[src/rtl/gpu_pkg.sv]
// Shared types and helpers for the GPU front-end blocks.
package gpu_pkg;

  localparam int unsigned DATA_W = 8;
  localparam int unsigned SUM_W  = DATA_W + 1;

  typedef enum logic [1:0] {
    IDLE = 2'd0,
    RUN  = 2'd1,
    DONE = 2'd2
  } disp_state_e;

  // Number of blocks needed to cover tc threads, with blocks of 2**tpb_sh threads (rounded up).
  function automatic logic [DATA_W-1:0] calc_total_blocks(input logic [DATA_W-1:0] tc,
                                                          input int unsigned tpb_sh);
    logic [SUM_W-1:0] sum;
    sum = SUM_W'(tc) + SUM_W'((1 << tpb_sh) - 1);
    return DATA_W'(sum >> tpb_sh);
  endfunction

endpackage

[src/rtl/free_core_picker.sv]
// Combinational priority encoder: index of the lowest-numbered free core.
module free_core_picker #(
  parameter int unsigned NUM_CORES = 2,
  parameter int unsigned IDX_W     = 1
) (
  input  logic [NUM_CORES-1:0] free_i,
  output logic [IDX_W-1:0]     idx_o,
  output logic                 valid_o
);

  // Scan from the top down so the lowest set bit is the last one written.
  always_comb begin
    idx_o   = '0;
    valid_o = 1'b0;
    for (int i = int'(NUM_CORES) - 1; i >= 0; i--) begin
      if (free_i[i]) begin
        idx_o   = IDX_W'(i);
        valid_o = 1'b1;
      end
    end
  end

endmodule

[src/rtl/block_dispatcher.sv]
// Splits a kernel into fixed-size thread blocks, hands them to the core array and
// reports completion once every block has been retired.
module block_dispatcher
  import gpu_pkg::*;
#(
  parameter int unsigned NUM_CORES         = 2,
  parameter int unsigned THREADS_PER_BLOCK = 4
) (
  input  logic                        clk,
  input  logic                        reset,
  input  logic                        start,
  input  logic [DATA_W-1:0]           thread_count,
  input  logic [NUM_CORES-1:0]        core_done,
  output logic [NUM_CORES-1:0]        core_start,
  output logic [NUM_CORES-1:0]        core_reset,
  output logic [DATA_W*NUM_CORES-1:0] core_block_id,
  output logic [DATA_W*NUM_CORES-1:0] core_thread_count,
  output logic                        done
);

  localparam int unsigned IDX_W  = (NUM_CORES > 1) ? $clog2(NUM_CORES) : 1;
  localparam int unsigned TPB_SH = $clog2(THREADS_PER_BLOCK);
  localparam int unsigned PROD_W = 16;

  disp_state_e          state_q, state_d;
  logic [DATA_W-1:0]    tc_q, tc_d;
  logic [DATA_W-1:0]    total_q, total_d;
  logic [DATA_W-1:0]    disp_q, disp_d;
  logic [DATA_W-1:0]    comp_q, comp_d;
  logic [NUM_CORES-1:0] run_q, run_d;
  logic [NUM_CORES-1:0] clr_q, clr_d;
  logic [DATA_W-1:0]    bid_q  [NUM_CORES];
  logic [DATA_W-1:0]    bid_d  [NUM_CORES];
  logic [DATA_W-1:0]    tcnt_q [NUM_CORES];
  logic [DATA_W-1:0]    tcnt_d [NUM_CORES];
  logic                 done_q, done_d;

  logic [NUM_CORES-1:0] core_free;
  logic [IDX_W-1:0]     pick_idx;
  logic                 pick_valid;
  logic [DATA_W-1:0]    n_done;
  logic [PROD_W-1:0]    blk_base;
  logic                 blk_partial;
  logic [DATA_W-1:0]    blk_threads;

  // A core stays busy through its clear pulse and is reusable the cycle after.
  assign core_free = ~(run_q | clr_q);

  free_core_picker #(
    .NUM_CORES (NUM_CORES),
    .IDX_W     (IDX_W)
  ) u_picker (
    .free_i  (core_free),
    .idx_o   (pick_idx),
    .valid_o (pick_valid)
  );

  // Thread count of the block about to be dispatched; only the last block can be short.
  always_comb begin
    blk_base    = PROD_W'(disp_q) << TPB_SH;
    blk_partial = (disp_q == (total_q - DATA_W'(1))) &&
                  ((PROD_W'(tc_q) & PROD_W'(THREADS_PER_BLOCK - 1)) != '0);
    blk_threads = blk_partial ? DATA_W'(PROD_W'(tc_q) - blk_base)
                              : DATA_W'(THREADS_PER_BLOCK);
  end

  // Next-state: kernel sequencing, completions and dispatch.
  always_comb begin
    state_d = state_q;
    tc_d    = tc_q;
    total_d = total_q;
    disp_d  = disp_q;
    comp_d  = comp_q;
    run_d   = run_q;
    clr_d   = '0;
    bid_d   = bid_q;
    tcnt_d  = tcnt_q;
    done_d  = done_q;
    n_done  = '0;

    case (state_q)
      IDLE: begin
        if (start) begin
          state_d = RUN;
          tc_d    = thread_count;
          total_d = calc_total_blocks(thread_count, TPB_SH);
          disp_d  = '0;
          comp_d  = '0;
        end
      end

      RUN: begin
        for (int i = 0; i < int'(NUM_CORES); i++) begin
          if (core_done[i] && run_q[i]) begin
            run_d[i] = 1'b0;
            clr_d[i] = 1'b1;
            n_done   = n_done + DATA_W'(1);
          end
        end
        comp_d = comp_q + n_done;

        if (pick_valid && (disp_q < total_q)) begin
          run_d[pick_idx]  = 1'b1;
          bid_d[pick_idx]  = disp_q;
          tcnt_d[pick_idx] = blk_threads;
          disp_d           = disp_q + DATA_W'(1);
        end

        if (comp_q == total_q) begin
          state_d = DONE;
          done_d  = 1'b1;
        end
      end

      DONE: begin
        if (!start) begin
          state_d = IDLE;
          done_d  = 1'b0;
        end
      end

      default: state_d = IDLE;
    endcase
  end

  // State and output registers; reset abandons any in-flight blocks.
  always_ff @(posedge clk or negedge reset) begin
    if (!reset) begin
      state_q <= IDLE;
      tc_q    <= '0;
      total_q <= '0;
      disp_q  <= '0;
      comp_q  <= '0;
      run_q   <= '0;
      clr_q   <= '0;
      done_q  <= 1'b0;
      for (int i = 0; i < int'(NUM_CORES); i++) begin
        bid_q[i]  <= '0;
        tcnt_q[i] <= '0;
      end
    end else begin
      state_q <= state_d;
      tc_q    <= tc_d;
      total_q <= total_d;
      disp_q  <= disp_d;
      comp_q  <= comp_d;
      run_q   <= run_d;
      clr_q   <= clr_d;
      done_q  <= done_d;
      for (int i = 0; i < int'(NUM_CORES); i++) begin
        bid_q[i]  <= bid_d[i];
        tcnt_q[i] <= tcnt_d[i];
      end
    end
  end

  assign core_start = run_q;
  assign core_reset = clr_q;
  assign done       = done_q;

  for (genvar g = 0; g < int'(NUM_CORES); g++) begin : g_flat
    assign core_block_id[DATA_W*g +: DATA_W]     = bid_q[g];
    assign core_thread_count[DATA_W*g +: DATA_W] = tcnt_q[g];
  end

endmodule

[config.mk]
export PLATFORM = sky130hd
export DESIGN_NAME = block_dispatcher
export DESIGN_NICKNAME = d
export VERILOG_FILES = /design/src/rtl/gpu_pkg.sv /design/src/rtl/free_core_picker.sv /design/src/rtl/block_dispatcher.sv
export SDC_FILE = /design/constraint.sdc
export NUM_CORES = 1
export LEC_CHECK = 0
export CAP_MARGIN = 5
export CELL_PAD_IN_SITES_DETAIL_PLACEMENT = 0
export CELL_PAD_IN_SITES_GLOBAL_PLACEMENT = 1
export CORE_UTILIZATION = 39
export CTS_CLUSTER_SIZE = 12
export DETAILED_ROUTE_END_ITERATION = 7
export GPL_TIMING_DRIVEN = 0
export PLACE_DENSITY_LB_ADDON = 0.1
export SLEW_MARGIN = 15
export SYNTH_ARGS = -nofsm -noshare
export SYNTH_HDL_FRONTEND = slang
export SYNTH_HIERARCHICAL = 1
export SYNTH_SLANG_ARGS = --single-unit
[constraint.sdc]
create_clock -name clk -period 2.35 [get_ports clk]
set_clock_uncertainty 0.2 [all_clocks]
set_input_delay 0.47 -clock clk [delete_from_list [all_inputs] [get_ports clk]]
set_output_delay 0.47 -clock clk [all_outputs]
set_load 0.03 [all_outputs]
After elaboration in Yosys (flattened, before gate mapping) --
Index checks and enable logic that the tools add are counted.
Cells by class: $lt $le $gt $ge 5, add/subtract/negate cells 6, eq/ne operators 8, reduce and logical (&&, ||, !) cells 16, bitwise operators 4, multiplexer cells 33
Operators with widths (count):
- $mux 8 | 7
- $bwmux 16 | 2
- $pmux 8 s2 | 2
- $add 8x1->8 const B | 2
- $reduce_bool 16->1 | 1
- $mux 1 | 13
- $mux 2 | 5
- $add 8x2->9 const B | 1
- $reduce_and 3->1 | 3
- $add 8x8->8 | 1
- $demux 8 s1 | 1
- $eq 8x7->1 | 1
- $eq 8x8->1 | 1
- $lt 8x7->1 | 1
- $ne 2x2->1 const B | 4
- $sub 7x1->8 const B | 1
- $sub 8x8->8 | 1
- $logic_and 1x1->1 | 6
- $pmux 2 s3 | 1
- $reduce_and 2->1 | 3
- $or 2x2->2 | 2
- $reduce_bool 2->1 | 2
- $eq 2x1->1 const B | 1
- $eq 2x2->1 const B | 1
- other kinds (9) | 9
Word-level totals: logic and storage cells 84, bits in registers 70, output and inout bits 37, input bits 13

Longest topological paths before layout --
Gate-level depths: netlist of the first run.
depth in word-level cells 10, mapped depth 11, mapped depth without buffers 8

Hierarchy --
The synthesis of the first run kept the hierarchy.
Modules (own cells, without submodules):
- block_dispatcher | instances 1, area an instance 3688.5 sq um, seq. area each 1751.7 sq um, cells each 363
- free_core_picker | instances 1, area an instance 12.5 sq um, seq. area each 0.0 sq um, cells each 2

Worst setup path before layout of the first run --
OpenSTA, ideal clock, no wires.
kind register to register, start reg total_q[1], end reg bid_q, in the netlist core_block_id[0], data required time 2.025 ns, stages on the path, launching flop included 10, slack 0.068 ns, period minus slack after synthesis 2.282 ns, setup time 0.125 ns, path buffers 2, arrival time 1.957 ns, cells stage by stage dfrtp_1 -> inv_1 -> ha_1 -> nor2b_1 -> o211ai_1 -> a21o_1 -> and3b_1 -> buf_2 -> buf_6 -> mux2_2
Between the ends: word-level cells in the longest chain between the ends 3
RTL lines:
- start, declared | RTL line block_dispatcher.sv:27 | logic [DATA_W-1:0] total_q, total_d;
- start signal, assigned | RTL line block_dispatcher.sv:144 | total_q <= total_d;
- $lt 8x7->1 | RTL line block_dispatcher.sv:102 | if (pick_valid && (disp_q < total_q)) begin
- $logic_and 1x1->1 | RTL line block_dispatcher.sv:102
- $reduce_and 2->1 (no line)
- end signal, assigned by index | RTL line block_dispatcher.sv:151 | bid_q[i] <= bid_d[i];
- end, declared | RTL line block_dispatcher.sv:32 | logic [DATA_W-1:0] bid_q [NUM_CORES];
No other way between the ends. A chain may end at the register's enable or synchronous reset.

Final worst setup path of the first run --
start reg total_q[3], end reg tcnt_q, in the netlist core_thread_count[4]
Between the ends: word-level cells in the longest chain between the ends 5, elaborated cells on any way between the ends 8, those cells by class 1 x add/sub; 1 x order compare; 1 x eq/ne; 2 x mux; 3 x reduce/logical
RTL lines:
- $sub 7x1->8 | RTL line block_dispatcher.sv:61 | blk_partial = (disp_q == (total_q - DATA_W'(1))) &&
- $eq 8x8->1 | RTL line block_dispatcher.sv:61
- $logic_and 1x1->1 | RTL line block_dispatcher.sv:61
- $mux 8 | RTL line block_dispatcher.sv:63 | blk_threads = blk_partial ? DATA_W'(PROD_W'(tc_q) - blk_base)
- $bwmux 16 | RTL line block_dispatcher.sv:105 | tcnt_d[pick_idx] = blk_threads;
- end signal, assigned by index | RTL line block_dispatcher.sv:152 | tcnt_q[i] <= tcnt_d[i];
- end, declared | RTL line block_dispatcher.sv:34 | logic [DATA_W-1:0] tcnt_q [NUM_CORES];
Parallel ways exist; a longest one is shown, timed or not.

==> results of run 1 <==
synthesized netlist by cell type (2+ instances only):
cell,n
and2_1,7
inv_1,16
and3b_1,2
a21o_1,5
mux2_2,14
or3_1,4
a21oi_1,8
nor3_1,4
a31oi_1,3
ha_1,17
buf_2,4
nor2_1,20
fa_1,2
o31ai_1,4
o21bai_1,2
o211ai_1,3
nor4_1,3
nand2_1,49
xnor2_1,11
nand3_1,14
clkbuf_1,6
a31o_2,7
dfrtp_1,70
o22ai_1,2
buf_6,7
a31o_1,7
and2b_1,2
nand4_1,7
nor2b_1,16
and2b_2,2
o21ai_0,20
xor2_1,16
state kept, by name (all words and copies together) (netlist names):
register and cells:
state_q 2, done 1, core_block_id 16, total_q 7, core_start 2, core_reset 2
disp_q 8, core_thread_count 16, comp_q 8, tc_q 8
layer usage:
metal | wire (µm) | GRT usage (%) | vias up
met1 | 4430 | 27.1 | 1388
met2 | 4100 | 31.7 | 52
met5 | 0 | 0 | -
met3 | 252 | 2.67 | 16
met4 | 200 | 7.58 | 0
li1 | - | - | 1396
worst max-delay path by stage:
stage / start / to / cells past startpoint
after floorplan: total_q[1] / core_block_id[0] / 9
after global placement: reset / core_block_id[2] / 1
after detailed placement: total_q[1] / core_block_id[11] / 9
after CTS: total_q[1] / core_thread_count[15] / 8
after global routing: disp_q[6] / core_thread_count[15] / 7
final: total_q[3] / core_thread_count[4] / 8
per-stage QoR:
step	hold slack [ns]	cell area, µm²	setup slack (ns)	utilization [%]
2_1_floorplan	-0.0256	3700	0.0684	-
3_3_place_gp	0.282	4330	-1.96	47.1
3_5_place_dp	0.255	4350	-0.264	47.3
4_1_cts	0.310	4650	-0.00343	50.6
5_1_grt	0.325	4870	-0.0839	53.0
6_report	0.305	4870	-0.0437	53.0
critical path: stages (launching register included):
cell	delay [ns]
dfrtp_1	0.38
buf_6	0.14
or3_4	0.40
o21ai_0	0.37
a21oi_4	0.10
o22ai_2	0.22
nor2_4	0.11
buf_4	0.15
a31o_2	0.21
cells by family (layout without fill, tap and decap cells):
logic type / Yosys count / in the layout / synth area share (%)
buffers and inverters: 33 / 111 / 4.90
adder cells (fa/ha/maj): 19 / 19 / 6.83
AND/OR/NAND/NOR: 137 / 137 / 18.6
AO/OA/AOI/OAI: 64 / 64 / 11.4
flip-flops: 70 / 70 / 47.3
multiplexers: 15 / 15 / 4.53
XOR/XNOR: 27 / 27 / 6.39
what timing repair did:
item	4_1_cts	5_1_grt
cloned	1	1
hold buffers	1	0
setup buffers	9	4
pin swaps	6	12
hold endpoints to repair	31	0
resized for setup	19	38
setup endpoints to repair	35	34
report_power, final:
part	internal (mW)	switching [mW]	total, mW
clock	0.457	0.435	0.893
sequential	1.55	0.308	1.86
combinational	1.77	1.98	3.75
total	3.78	2.73	6.51
layout make-up:
class	instances	area, µm²
fill	858	4330
clock inverter	1	5.00
timing repair buffer	66	656
tap	111	139
sequential	70	1760
clock buffer	13	169
multi-input combinational	262	1940
inverter	16	62.6
buffer	15	134
==> metrics.cfg, run 1 <==
[sta]
timing.slew.headroom_pct=62.4
setup_tns_ns=-0.217
min_period_over_period_pct=102
tightest_slew_ns=0.564
setup_violations=12
rsz0062_at_grt=yes
slew_viol_final=0
fmax_mhz=418
finalHoldViolations=0
fin_ws_ns=-0.0437
fin_crit_ns=2.39

[placement]
gp_congestion=0.778
dp_cells=526
io_buffers=49
dp_hpwl_mm=6.28

[pwr]
leakage_nw=2.21
totalPowerFinal_mw=6.51
peakVddDrop_uv=492
powerDensity_nw_per_um2=1340

[logic_synthesis]
synth_top_area_share_pct=47.3
synth_warnings=6
synth_edf_count=0
synth_top_cell_by_area=dfrtp_1
ys_seq_area_share_pct=47.3
synthCells=365
mappedNetlistArea_um2=3700
ys_seq_elements=70
synth_area_leaders=dfrtp_1 47%, ha_1 5.7%, nand2_1 5.0%
synth_cell_type_count=43
synth_ff_type=dfrtp_1
syn_area_per_cell_um2=10.1
synthArstFlopShare_pct=100
synth_nets=397

[floorplanning]
ioPinCount=50
die_height_um=99.4
initial_core_util_pct=40.2
core.rowCount=35
dieArea_um2=9880
die_w_um=99.4
core_area_um2=9200

[worst_setup_path]
r2r-start=total_q[3]
arrival_ns=2.43
worstReg2RegEnd=core_thread_count[4]
startpoint_type=flop
worstPathMaxFanout=7
cp.required_ns=2.38
ff2ff_path_depth=8
cp-end-kind=flop
crit_type=reg -> reg
r2r_setup_slack_ns=-0.04

[clocking]
numCtsBuffers=9
cts.clk_slew.worst_paths_ns=0.07
clock_latency_ns=0.34
clock-sinks=70
cts_tree=yes
clock-root-buffer=clkbuf_8
cts_htree_levels=3
clk_path_buf_depth=2

[status]
outcome=finished, violations left
violations=negative setup slack

[layout]
area_delta_synth_final_pct=31.6
final_cell_mix=62 x dfrtp_1, 48 x nand2_1, 48 x clkdlybuf4s50_1
final_cells=554
drive_gt1_share_pct=21.2
layout_commonest_cell=dfrtp_1
diodes=0
nNetsFinal=472

[detailed_routing]
drc_errors=0
vias_per_cell=5.15
drtPass1Iterations=4
drt.antenna.violating_nets=0
drt_iter0_markers=77
vias=2852
wl_mm=8.98
wl_per_cell_um=16.2

[min_path]
worstHoldPathCells=1
min_from=core_block_id[7]
hold_path_class=reg -> reg
worstHoldEndpoint=core_block_id[7]

[grt]
grt_usage_pct=19.7
antenna_found_initial=0
grt_pass1_vias=2880
grt_max_degree=40
grt_first_pass_wirelength_mm=14.8
gr-total-overflow=0

[job]
drv_cap=0

Power figures use the tool's default switching activity.
==> inputs of run 2 (changes only) <==
--- a/config.mk
+++ b/config.mk
@@ -13,6 +13,7 @@
 export DETAILED_ROUTE_END_ITERATION = 7
 export GPL_TIMING_DRIVEN = 0
 export PLACE_DENSITY_LB_ADDON = 0.1
+export RECOVER_POWER = 50
 export SLEW_MARGIN = 15
 export SYNTH_ARGS = -nofsm -noshare
 export SYNTH_HDL_FRONTEND = slang
==> run 2 against run 1 <==
Compared with the run above:
- the flow still finishes with violations (negative setup slack)
- wire length barely moved
- via count barely moved
- clock-buffer cell count did not move
- maximum frequency rose by 0.25%
- sequential cell count did not move
- non-clock buffer count did not move
- critical endpoint unchanged
==> metrics.cfg, run 2 (synthesized netlist as in run 1, its figures left out) <==
[worst_setup_path]
worstPathMaxFanout=7
cp-endpoint=core_thread_count[4]
crit_buf_inv=2
crit_cells=8
worstReg2RegEnd=core_thread_count[4]
cpMaxStageDelayCell=or3_4
r2r-start=total_q[3]
startpoint_type=flop
ff2ff_path_depth=8
cp.required_ns=2.38
cp-end-kind=flop
cp_slowest_stage_delay_ns=0.40
crit_type=reg -> reg
crit_chain=buf_6 > or3_4 > o21ai_0 > a21oi_4 > o22ai_2 > nor2_4 > buf_4 > a31o_2
cp_top_family=compound AO/OA/AOI/OAI gates
crit_start=total_q[3]
arrival_ns=2.42
r2r_setup_slack_ns=-0.04

[placement]
io_buffers=49
gp_congestion=0.778
dp_hpwl_mm=6.28

[detailed_routing]
drt.antenna.violating_nets=0
dr_wl_met2_mm=4.08
met1_length_mm=4.43
drt_iter0_markers=78
drc_errors=0
drtPass1Iterations=4
vias=2854
vias_per_cell=5.15
wl_per_cell_um=16.2
route.met3.wl_um=259
wl_mm=8.97
top_layer=met4

[sta]
timing.slew.headroom_pct=38.5
min_period_over_period_pct=102
fin_hold_ws_ns=0.305
fmax_mhz=419
slew_viol_final=0
rsz0062_at_grt=yes
tightest_slew_ns=0.923
fin_ws_ns=-0.0377
setup_tns_ns=-0.120
fin_crit_ns=2.39
finalHoldViolations=0
setup_violations=6

[grt]
grt_max_degree=40
grt_usage_pct=19.7
antenna_found_initial=0
grt_first_pass_wirelength_mm=14.8
gr-total-overflow=0
grt_pass1_vias=2880

[clocking]
clock-sinks=70
clock-root-buffer=clkbuf_8
clock_latency_ns=0.35
clk_path_buf_depth=2
cts_tree=yes
numCtsBuffers=9
cts.clk_slew.worst_paths_ns=0.07
cts_htree_levels=3

[pwr]
powerDensity_nw_per_um2=1340
leakage_nw=2.21
peakVddDrop_uv=491

[layout]
drive_gt1_share_pct=21.0
layout_commonest_cell=dfrtp_1
area_delta_synth_final_pct=31.4
num-fill-cells=858
final_cell_mix=62 x dfrtp_1, 48 x nand2_1, 47 x clkdlybuf4s50_1
diodes=0
nNetsFinal=472

[floorplanning]
core.rowCount=35
die_w_um=99.4
ioPinCount=50
core_area_um2=9200
die_height_um=99.4
initial_core_util_pct=40.2
dieArea_um2=9880

[job]
drv_cap=0

[status]
violations=negative setup slack
outcome=finished, violations left

[min_path]
hold_path_class=reg -> reg

[run 2: through the flow]
stage                     setup WS (ns)  std cells  power, mW  instance area [µm²]  utilization [%]
after floorplan                  0.0684        365       4.04                 3700                -
after global placement            -1.96        525       4.96                 4330             47.1
after detailed placement         -0.264        526       5.00                 4350             47.3
after CTS                      -0.00343        550       6.12                 4650             50.6
after global routing            -0.0839        554       7.00                 4860             52.9
final                           -0.0377        554       6.50                 4860             52.9
[run 2: timing repair]
item	in CTS	in global routing
pin swaps	6	12
cloned	1	1
setup endpoints to repair	35	34
setup buffers	9	4
resized for setup	19	38
hold buffers	1	0
endpoints found under the hold margin	31	0
[run 2: power by group]
part	leakage (nW)	switching, mW	internal, mW
Sequential	0.906	0.308	1.55
Combinational	1.21	1.98	1.77
Clock	0.0914	0.437	0.457
[run 2: area by class of cell]
type,instances,area (µm²),area share (%)
Timing Repair Buffer,66,653,13.4
Clock inverter,1,5.00,0.103
Tap cell,111,139,2.85
Sequential cell,70,1760,36.2
Clock buffer,13,169,3.47
Buffer,15,134,2.75
Inverter,16,62.6,1.29
Multi-Input combinational cell,262,1940,39.9
[run 2: worst register-to-register path: stages, from the launching register on]
cell     delay (ns)
dfrtp_1        0.38
buf_6          0.14
or3_4          0.40
o21ai_0        0.37
a21oi_4        0.10
o22ai_2        0.23
nor2_4         0.10
buf_4          0.15
a31o_2         0.21
[run 2: how the worst min path moves through the flow]
stage	from	to	slack, ns	depth (start not counted)
after floorplan	reset	comp_q[0]	-0.03	0
after CTS	core_block_id[7]	core_block_id[7]	0.31	1
after global routing	tc_q[4]	tc_q[4]	0.32	2
after detailed placement	reset	core_reset[0]	0.26	1
after global placement	core_block_id[7]	core_block_id[7]	0.28	1
final	core_block_id[7]	core_block_id[7]	0.31	1
[run 2: per-layer routing]
layer	vias to the layer above	global-route usage [%]
li1	1397	-
met1	1386	27.1
met2	54	31.7
met3	17	2.67
met4	0	7.58
met5	-	0
==> inputs of run 3 (changes only) <==
--- a/config.mk
+++ b/config.mk
@@ -5,7 +5,6 @@
 export SDC_FILE = /design/constraint.sdc
 export NUM_CORES = 1
 export LEC_CHECK = 0
-export CAP_MARGIN = 5
 export CELL_PAD_IN_SITES_DETAIL_PLACEMENT = 0
 export CELL_PAD_IN_SITES_GLOBAL_PLACEMENT = 1
 export CORE_UTILIZATION = 39
==> results of run 3 <==
The final DEF is identical to that of run 2; final timing and power are the same.
